## config.mk

```make
export PLATFORM = sky130hd
export DESIGN_NAME = dmem_arbiter
export DESIGN_NICKNAME = d
export VERILOG_FILES = /design/src/rtl/dmem_pkg.sv /design/src/rtl/dmem_lane_unit.sv /design/src/rtl/dmem_arbiter.sv
export SDC_FILE = /design/constraint.sdc
export NUM_CORES = 1
export LEC_CHECK = 0
export CORE_MARGIN = 5
export CORE_UTILIZATION = 29
export CTS_CLUSTER_SIZE = 14
export DETAILED_ROUTE_END_ITERATION = 7
export GPL_TIMING_DRIVEN = 0
export PLACE_DENSITY = 0.79
export REMOVE_ABC_BUFFERS = 1
export SYNTH_ARGS = -nofsm -noshare
export SYNTH_HDL_FRONTEND = slang
export SYNTH_SLANG_ARGS = --single-unit
```

## constraint.sdc

```tcl
create_clock -name clk -period 1.87 [get_ports clk]
set_input_delay 0.374 -clock clk [delete_from_list [all_inputs] [get_ports clk]]
set_output_delay 0.374 -clock clk [all_outputs]
set_load 0.02 [all_outputs]
```

## src/rtl/dmem_pkg.sv

```systemverilog
`default_nettype none
// ============================================================================
// Module  : dmem_pkg
// Purpose : Shared types and constants for the data-memory arbiter slice.
//           Provides the RISC-V load/store funct3 size codes, the controller
//           state encoding, the latched request record and a funct3
//           legality helper.
// Ports   : none (package)
// Revision: 1.0 - initial release
// ============================================================================
package dmem_pkg;

  // RISC-V load/store size codes
  localparam logic [2:0] F3_B  = 3'b000;
  localparam logic [2:0] F3_H  = 3'b001;
  localparam logic [2:0] F3_W  = 3'b010;
  localparam logic [2:0] F3_BU = 3'b100;
  localparam logic [2:0] F3_HU = 3'b101;

  typedef enum logic [1:0] {
    IDLE   = 2'd0,
    ACCESS = 2'd1,
    RESP   = 2'd2
  } state_t;

  // Request as latched on the handshake; addr is zero-extended to 32 bits
  typedef struct packed {
    logic        we;
    logic [31:0] addr;
    logic [31:0] wdata;
    logic [2:0]  funct3;
  } req_t;

  // Stores accept B/H/W only; loads additionally accept BU/HU
  function automatic logic f3_legal(input logic we, input logic [2:0] f3);
    logic ok;
    ok = (f3 == F3_B) || (f3 == F3_H) || (f3 == F3_W);
    if (!we) begin
      ok = ok || (f3 == F3_BU) || (f3 == F3_HU);
    end
    return ok;
  endfunction

endpackage
`default_nettype wire

```

## src/rtl/dmem_lane_unit.sv

```systemverilog
`default_nettype none
// ============================================================================
// Module  : dmem_lane_unit
// Purpose : Purely combinational byte-lane steering for a 32-bit data memory.
//           Produces byte write enables and replicated store data, extracts
//           and sign/zero-extends load data, and flags bad accesses.
// Ports   : i_we        - 1 = store, 0 = load
//           i_funct3    - RISC-V size code
//           i_off       - byte offset within the word (addr[1:0])
//           i_wdata     - right-aligned store data
//           i_mem_rdata - raw memory word
//           o_wr        - byte write enables (0 for loads and errors)
//           o_wdata     - lane-replicated store data
//           o_rdata     - extended load result (0 for stores and errors)
//           o_err       - illegal funct3 (or misaligned, see macro)
// Config  : DMEM_ARB_MISALIGN_CHECK_EN - when defined, misaligned halfword
//           and word accesses are flagged as errors and suppressed.
// Revision: 1.0 - initial release
// ============================================================================
module dmem_lane_unit
  import dmem_pkg::*;
(
  input  logic        i_we,
  input  logic [2:0]  i_funct3,
  input  logic [1:0]  i_off,
  input  logic [31:0] i_wdata,
  input  logic [31:0] i_mem_rdata,
  output logic [3:0]  o_wr,
  output logic [31:0] o_wdata,
  output logic [31:0] o_rdata,
  output logic        o_err
);

  logic        w_misalign;
  logic [7:0]  w_byte;
  logic [15:0] w_half;

  always_comb begin
    w_misalign = 1'b0;
`ifdef DMEM_ARB_MISALIGN_CHECK_EN
    // funct3[1:0]==01 covers both H and HU
    w_misalign = ((i_funct3[1:0] == 2'b01) && i_off[0]) ||
                 ((i_funct3 == F3_W) && (i_off != 2'b00));
`endif
    o_err = !f3_legal(i_we, i_funct3) || w_misalign;

    o_wr    = 4'b0000;
    o_wdata = i_wdata;
    case (i_funct3)
      F3_B: begin
        o_wr    = 4'b0001 << i_off;
        o_wdata = {4{i_wdata[7:0]}};
      end
      F3_H: begin
        // Halfword lane chosen by addr[1] only; addr[0] is ignored here
        o_wr    = i_off[1] ? 4'b1100 : 4'b0011;
        o_wdata = {2{i_wdata[15:0]}};
      end
      F3_W: begin
        o_wr = 4'b1111;
      end
      default: begin
        o_wr = 4'b0000;
      end
    endcase
    if (!i_we || o_err) begin
      o_wr = 4'b0000;
    end

    w_byte  = i_mem_rdata[{i_off, 3'b000} +: 8];
    w_half  = i_off[1] ? i_mem_rdata[31:16] : i_mem_rdata[15:0];
    o_rdata = 32'h0;
    case (i_funct3)
      F3_B:    o_rdata = {{24{w_byte[7]}}, w_byte};
      F3_BU:   o_rdata = {24'h0, w_byte};
      F3_H:    o_rdata = {{16{w_half[15]}}, w_half};
      F3_HU:   o_rdata = {16'h0, w_half};
      F3_W:    o_rdata = i_mem_rdata;
      default: o_rdata = 32'h0;
    endcase
    if (i_we || o_err) begin
      o_rdata = 32'h0;
    end
  end

endmodule
`default_nettype wire

```

## src/rtl/dmem_arbiter.sv

```systemverilog
`default_nettype none
// ============================================================================
// Module  : dmem_arbiter
// Purpose : Two-port round-robin controller in front of a single word-wide
//           data memory (1-cycle read latency). Each access runs
//           IDLE -> ACCESS -> RESP, so one access completes every 3 cycles.
// Ports   : clk, reset          - clock, synchronous active-high reset
//           req_valid/ready     - per-port handshake (ready only in IDLE)
//           req_we, req_addrN, req_wdataN, req_funct3_N - request fields
//           resp_valid          - one-cycle per-port response strobe
//           resp_rdata/resp_err - response data / error, qualified by
//                                 resp_valid
//           mem_addr/wdata/wr   - memory word address, store data, byte
//                                 enables
//           mem_rdata           - memory read data
// Config  : DMEM_ARB_MISALIGN_CHECK_EN - enables misalignment errors
//           (handled in dmem_lane_unit).
// Revision: 1.0 - initial release
// ============================================================================
module dmem_arbiter
  import dmem_pkg::*;
#(
  parameter int DM_ADDRESS = 9,
  parameter int DATA_W     = 32
) (
  input  logic                  clk,
  input  logic                  reset,
  input  logic [1:0]            req_valid,
  output logic [1:0]            req_ready,
  input  logic [1:0]            req_we,
  input  logic [DM_ADDRESS-1:0] req_addr0,
  input  logic [DM_ADDRESS-1:0] req_addr1,
  input  logic [DATA_W-1:0]     req_wdata0,
  input  logic [DATA_W-1:0]     req_wdata1,
  input  logic [2:0]            req_funct3_0,
  input  logic [2:0]            req_funct3_1,
  output logic [1:0]            resp_valid,
  output logic [DATA_W-1:0]     resp_rdata,
  output logic                  resp_err,
  output logic [31:0]           mem_addr,
  output logic [31:0]           mem_wdata,
  output logic [3:0]            mem_wr,
  input  logic [31:0]           mem_rdata
);

  state_t      r_state;
  state_t      w_state_nxt;
  req_t        r_req;
  req_t        w_sel_req;
  logic        r_port;
  logic        r_last_grant;
  logic        w_grant;
  logic        w_hs;
  logic [3:0]  w_lane_wr;
  logic [31:0] w_lane_wdata;
  logic [31:0] w_lane_rdata;
  logic        w_lane_err;

  dmem_lane_unit u_lane (
    .i_we        (r_req.we),
    .i_funct3    (r_req.funct3),
    .i_off       (r_req.addr[1:0]),
    .i_wdata     (r_req.wdata),
    .i_mem_rdata (mem_rdata),
    .o_wr        (w_lane_wr),
    .o_wdata     (w_lane_wdata),
    .o_rdata     (w_lane_rdata),
    .o_err       (w_lane_err)
  );

  // Word address is held from the latched request so the memory sees it in
  // ACCESS and the read word lines up with RESP.
  assign mem_addr  = {r_req.addr[31:2], 2'b00};
  assign mem_wdata = w_lane_wdata;

  always_comb begin
    // Single requester wins outright; on a tie the port not granted last wins
    case (req_valid)
      2'b01:   w_grant = 1'b0;
      2'b10:   w_grant = 1'b1;
      default: w_grant = ~r_last_grant;
    endcase

    w_sel_req.we     = req_we[w_grant];
    w_sel_req.addr   = w_grant ? {{(32-DM_ADDRESS){1'b0}}, req_addr1}
                               : {{(32-DM_ADDRESS){1'b0}}, req_addr0};
    w_sel_req.wdata  = w_grant ? req_wdata1 : req_wdata0;
    w_sel_req.funct3 = w_grant ? req_funct3_1 : req_funct3_0;
  end

  always_comb begin
    w_state_nxt = r_state;
    w_hs        = 1'b0;
    req_ready   = 2'b00;
    resp_valid  = 2'b00;
    resp_rdata  = '0;
    resp_err    = 1'b0;
    mem_wr      = 4'b0000;
    case (r_state)
      IDLE: begin
        if (|req_valid) begin
          req_ready[w_grant] = 1'b1;
          w_hs               = 1'b1;
          w_state_nxt        = ACCESS;
        end
      end
      ACCESS: begin
        mem_wr      = w_lane_wr;
        w_state_nxt = RESP;
      end
      RESP: begin
        resp_valid[r_port] = 1'b1;
        resp_rdata         = w_lane_rdata;
        resp_err           = w_lane_err;
        w_state_nxt        = IDLE;
      end
      default: begin
        w_state_nxt = IDLE;
      end
    endcase
  end

  always_ff @(posedge clk) begin
    if (reset) begin
      r_state      <= IDLE;
      r_req        <= '0;
      r_port       <= 1'b0;
      r_last_grant <= 1'b1;
    end else begin
      r_state <= w_state_nxt;
      if (w_hs) begin
        r_req        <= w_sel_req;
        r_port       <= w_grant;
        r_last_grant <= w_grant;
      end
    end
  end

endmodule
`default_nettype wire
```

* After elaboration in Yosys (flattened, before gate mapping)
Cells that the tools add are included.
W data, S select, Z words.
** Storage, ports and cells
- Logic and storage cells :: 64
- Bits in registers :: 72
- Bits of input ports :: 126
** Cells by class
- Shifts and indexed selects :: 2
- Bitwise logic cells :: 1
- Reduce and logical (&&, ||, !) cells :: 13
- $lt $le $gt $ge :: 4
- Equal/unequal tests :: 9
- Multiplexer cells :: 28
** Operators with widths (count)
- $pmux W32 S5 :: 1
- $mux W32 :: 3
- $pmux W32 S2 :: 1
- $shiftx A32 B6 Y8 :: 1
- $mux W16 :: 1
- $mux W4 :: 3
- $pmux W4 S3 :: 1
- $mux W9 :: 1
- $mux W1 :: 8
- $mux W2 :: 4
- $eq A3 B3 Y1 const B :: 2
- $logic_or A1 B1 Y1 :: 6
- $eq A2 B1 Y1 const B :: 2
- $eq A2 B2 Y1 const B :: 2
- $lt A1 B2 Y1 const B :: 2
- $pmux W2 S2 :: 1
- $shl A1 B2 Y4 const A :: 1
- $eq A3 B1 Y1 const B :: 1
- $eq A3 B2 Y1 const B :: 1
- $logic_not A3 Y1 :: 1
- $mux W3 :: 1
- $demux W1 S1 :: 2
- $ge A1 B1 Y1 const B :: 2
- $logic_and A1 B1 Y1 :: 2
- 6 further kinds :: 7

* Longest topological paths before layout
- Word-level depth :: 10
- Gate-level depth with buffers :: 7

* Hierarchy
From an unflattened synthesis, not the netlist that was laid out.
** Second synthesis, totals
- Cells, all modules :: 540
- Area total of the unflattened synthesis :: 4056.4 µm²
** Modules (own cells, without submodules)
- dmem_arbiter :: cells each 361, area each 2832.7 µm², times used 1
- dmem_lane_unit :: cells each 179, area each 1223.7 µm², times used 1

* Least setup slack after synthesis
OpenSTA, ideal clock, no wires.
- Kind :: input to output
- Start point :: input port req_valid[0]
- End point :: output port req_ready[1]
- Arrival :: 1.728 ns
- Stages on the path :: 6
- Slack :: -0.232 ns
- Cell sequence :: inv_1 -> ha_1 -> or2_2 -> buf_4 -> clkbuf_1 -> a21oi_1
** Between the ends
- Word-level cells in the longest chain between the ends :: 8
- Elaborated cells between the ends (all ways) :: 11
- Classes of those cells :: 2 x order compare; 2 x eq/ne; 5 x mux; 2 x reduce/logical
** Ends and longest elaborated chain
- start: declaration :: RTL line dmem_arbiter.sv:28 : input logic [1:0] req_valid,
- $eq A2 B2 Y1 or $eq A2 B1 Y1 (tied branches) :: RTL line dmem_arbiter.sv:78 : case (req_valid)
- $pmux W1 S2 :: RTL line dmem_arbiter.sv:78
- $lt A1 B2 Y1 (not written as such) or $ge A1 B1 Y1 (tied branches) :: RTL line dmem_arbiter.sv:102 : req_ready[w_grant] = 1'b1;
- $logic_and A1 B1 Y1 (not written as such) :: RTL line dmem_arbiter.sv:102
- $mux W1 (not written as such) :: RTL line dmem_arbiter.sv:102
- $demux W1 S1 :: RTL line dmem_arbiter.sv:102
- $mux W2 (*) :: RTL line dmem_arbiter.sv:101 : if (|req_valid) begin
- $mux W2 (*) :: RTL line dmem_arbiter.sv:99 : case (r_state)
- end: declaration :: RTL line dmem_arbiter.sv:29 : output logic [1:0] req_ready,
Mark *: on every way between the ends. The rest lies on a longest branch, timed or not.

* Worst setup path in the final report
- Start point :: register r_req[0] (netlist name)
- End point :: output port resp_rdata[19]
** Between the ends
- Word-level cells in the longest chain between the ends :: 10
- Elaborated cells between the ends (all ways) :: 15
- Classes of those cells :: 4 x eq/ne; 4 x mux; 7 x reduce/logical
** Ends and longest elaborated chain
- start: declaration :: RTL line dmem_arbiter.sv:48 : req_t r_req;
- start signal: assignment :: RTL line dmem_arbiter.sv:132 : r_req <= w_sel_req;
- $eq A3 B1 Y1 or $logic_not A3 Y1 (tied branches) :: RTL line dmem_pkg.sv:37, dmem_lane_unit.sv:73
- $logic_or A1 B1 Y1 (2 in series) :: RTL line dmem_pkg.sv:37 : ok = (f3 == F3_B) || (f3 == F3_H) || (f3 == F3_W);
- $logic_or A1 B1 Y1 (2 in series) :: RTL line dmem_pkg.sv:39 : ok = ok || (f3 == F3_BU) || (f3 == F3_HU);
- $mux W1 :: RTL line dmem_pkg.sv:38 : if (!we) begin
- $logic_not A1 Y1 :: RTL line dmem_lane_unit.sv:45 : o_err = !f3_legal(i_we, i_funct3) || w_misalign;
- $logic_or A1 B1 Y1 :: RTL line dmem_lane_unit.sv:81 : if (i_we || o_err) begin
- $mux W32 (*) :: RTL line dmem_lane_unit.sv:81
- $mux W32 (*) :: RTL line dmem_arbiter.sv:99
- end: declaration :: RTL line dmem_arbiter.sv:38 : output logic [DATA_W-1:0] resp_rdata,
Marked as above.

==> flow_summary.yaml <==
run_status:
  status: "complete, but fails checks"
  violations: "negative setup slack"
timing:
  finalClockSkew_ps: 7.95
  fin_tns_setup_ps: -14670
  hold_viol_final: 0
  setup_viol: 58
  fin_crit_sh_pct: 124
  max_freq_ghz: 0.432
  min_period_ps: 2320
  relSlewSlack_pct: 62.8
  worst_slack_ps: -446
  rsz0062_at_grt: "yes"
  slew_viol_final: 0
  worst_slew_pin_slew_ps: 558
synthesis:
  synthDistinctLibCells: 43
  yosysWarnings: 0
  synth_seq_cells: 49
  synth_compound_area_share_pct: 28.0
  synth.most_common_cell: "nor2_1"
  synthMuxAreaShare_pct: 11.4
  yosys.area.top_type: "dfxtp_1"
  synth_edf_count: 0
  synth-xor-area-share_pct: 0
  synth-async-reset-ratio_pct: 0
  syn_inst: 500
  synth_ff_type: "dfxtp_1"
  yosysSeqAreaShare_pct: 25.3
  synth-simple-area-share_pct: 19.3
  synthDominantCellAreaShare_pct: 25.3
  syn_area_per_cell_sq_um: 7.74
  synth_area_leaders: "dfxtp_1, a311oi_1, mux2_2"
  synth_top_family_by_area: "compound AO/OA/AOI/OAI gates"
  synthTopCellsByCount: "nor2_1, nand3_1, dfxtp_1"
  synthAdderAreaFrac_pct: 0.646
  syn_area_sq_um: 3870
clocking:
  htree_levels: 2
  clockRootBuffer: "clkbuf_16"
  clockBufferDepth: 2
  numCtsBuffers: 5
  clkTransAtPathRegs_ps: 70
  clock_sinks: 49
  tritoncts: "done"
  clkLatencyLatePin_ps: 290
route:
  drt_iter0_markers: 218
  routed_wl_um: 19700
  vias: 4967
  dr.pass1.iters: 6
  antenna_left: 0
  drc: 0
  wire_per_inst_um: 21.4
  routed_via_density: 5.39
place:
  numPlacedInstances: 818
  dp_hpwl_um: 10200
  port_buffers: 205
  pre_cts_slack_ps: -1510
  gp_congestion: 0.881
final_layout:
  fillCellCount: 1132
  multi_input_comb_area_sq_um: 2970
  fin_cells: 922
  post-route-util_pct: 56.2
  diodes: 0
  fin_nets: 873
  syn_to_final_growth_pct: 91.6
  regArea_sq_um: 1000
  drive_gt1_share_pct: 39.5
global_routing:
  grt_antenna_before_repair: 0
  grt_pass1_wl_um: 28100
  grt_pass1_vias: 4925
  overflow: 0
  grt_usage_pct: 22.2
  grt_max_degree: 34
floorplan:
  floorplan.initialDensity_pct: 29.3
  rows: 42
  die_y_um: 126
  pin_count: 231
  coreArea_sq_um: 13200
  die_x_um: 126
  die_area_sq_um: 15800
power_and_ir_drop:
  p_leak_nw: 2.92
  pwr_density_cell_nw_per_um2: 703
  peakVddDrop_mv: 0.409
  power_w: 0.00522
setup_path:
  crit_arrival_ps: 1940
  cp_common_cell: "buf_6"
  cp-startpoint: "r_req[0]"
  r2r_start: "r_last_grant"
  cp-start-kind: "register"
  slowest_stage: "dfxtp_4"
  reg2reg_to: "r_req[13]"
  endpoint: "resp_rdata[19]"
  slowest_delay_ps: 390
  crit_fanout: 7
  rr_worst_depth: 3
  worstSetupEndpointType: "primary output"
  required_ps: 1500
  worstPathCellList: "buf_6, buf_6, nor3b_4, buf_6, nand2_2, a31oi_2, buf_4"
  critPathKind: "register to primary output"
  reg2reg_slack_ps: 290
job:
  max_cap_violations: 0
min_path:
  hold_class: "register to register"
-- cell families after synthesis --
logic type | Yosys count
flops | 49
fa+ha+maj | 2
other cells | 1
compound gates | 156
mux | 40
simple gates | 154
buf+inv | 98
-- cell usage in the layout, fill, tap and decap left out, types with 14 or more instances in the layout --
master	count
buf_4	64
mux2_2	14
dfxtp_1	41
o21ai_0	39
buf_6	72
a311oi_1	45
nor2_1	55
conb_1	25
nand3_1	53
mux2_4	18
a21oi_2	14
clkdlybuf4s50_1	133
-- cell type report --
class	count	share of cell area, %
clock buffer	6	1.74
multi-input combinational	386	40.0
sequential	49	13.5
clock inverter	2	0.202
timing repair buffer	298	41.3
inverter	5	0.270
tap	176	2.97
-- power breakdown --
| group | switching [W] | total, W | internal, W |
|---|---|---|---|
| Clock | 0.000421 | 0.000919 | 0.000498 |
| Combinational | 0.00144 | 0.00297 | 0.00153 |
| Sequential | 0.000150 | 0.00133 | 0.00118 |
| Total | 0.00201 | 0.00522 | 0.00321 |
-- critical path: cells and delay by family (launching register included) --
| kind | cells | cell delay [ps] |
|---|---|---|
| compound gates | 1 | 170 |
| simple gates | 2 | 450 |
| buf+inv | 4 | 650 |
| flops | 1 | 390 |
-- per-stage QoR --
stage,instance area (sq um),hold WS (ps)
2_1_floorplan,3390,446
3_3_place_gp,5660,470
3_5_place_dp,5810,480
4_1_cts,6850,483
5_1_grt,7420,505
6_report,7420,483
-- metal layers --
metal / up-vias / GRT usage [%] / routed length, um
li1: 2296 / - / -
met1: 2329 / 23.9 / 7180
met2: 284 / 40.1 / 9810
met3: 58 / 7.38 / 1900
met4: 0 / 8.61 / 847
met5: - / 0 / 0
-- repair_timing --
action	4_1_cts	5_1_grt
setup endpoints to repair	112	63
gates resized for setup	433	106
cloned	10	2
setup buffers	67	19
endpoints found under the hold margin	0	0
pin swaps	19	34
hold buffers	0	0
-- state kept, by name (all words and copies together) (netlist names) --
name and flops:
r_port 1, r_req 38, r_last_grant 1, r_state 2, mem_addr 7
-- worst min-delay path by stage --
stage / start / end / slack, ps / cells past startpoint
5_1_grt: r_port / r_port / 500 / 2
6_report: r_port / r_port / 480 / 2
3_3_place_gp: r_port / r_port / 470 / 2
2_1_floorplan: reset / mem_addr[2] / 450 / 1
3_5_place_dp: r_port / r_port / 480 / 2
4_1_cts: r_port / r_port / 480 / 2
(Power assumes the default switching activity.)
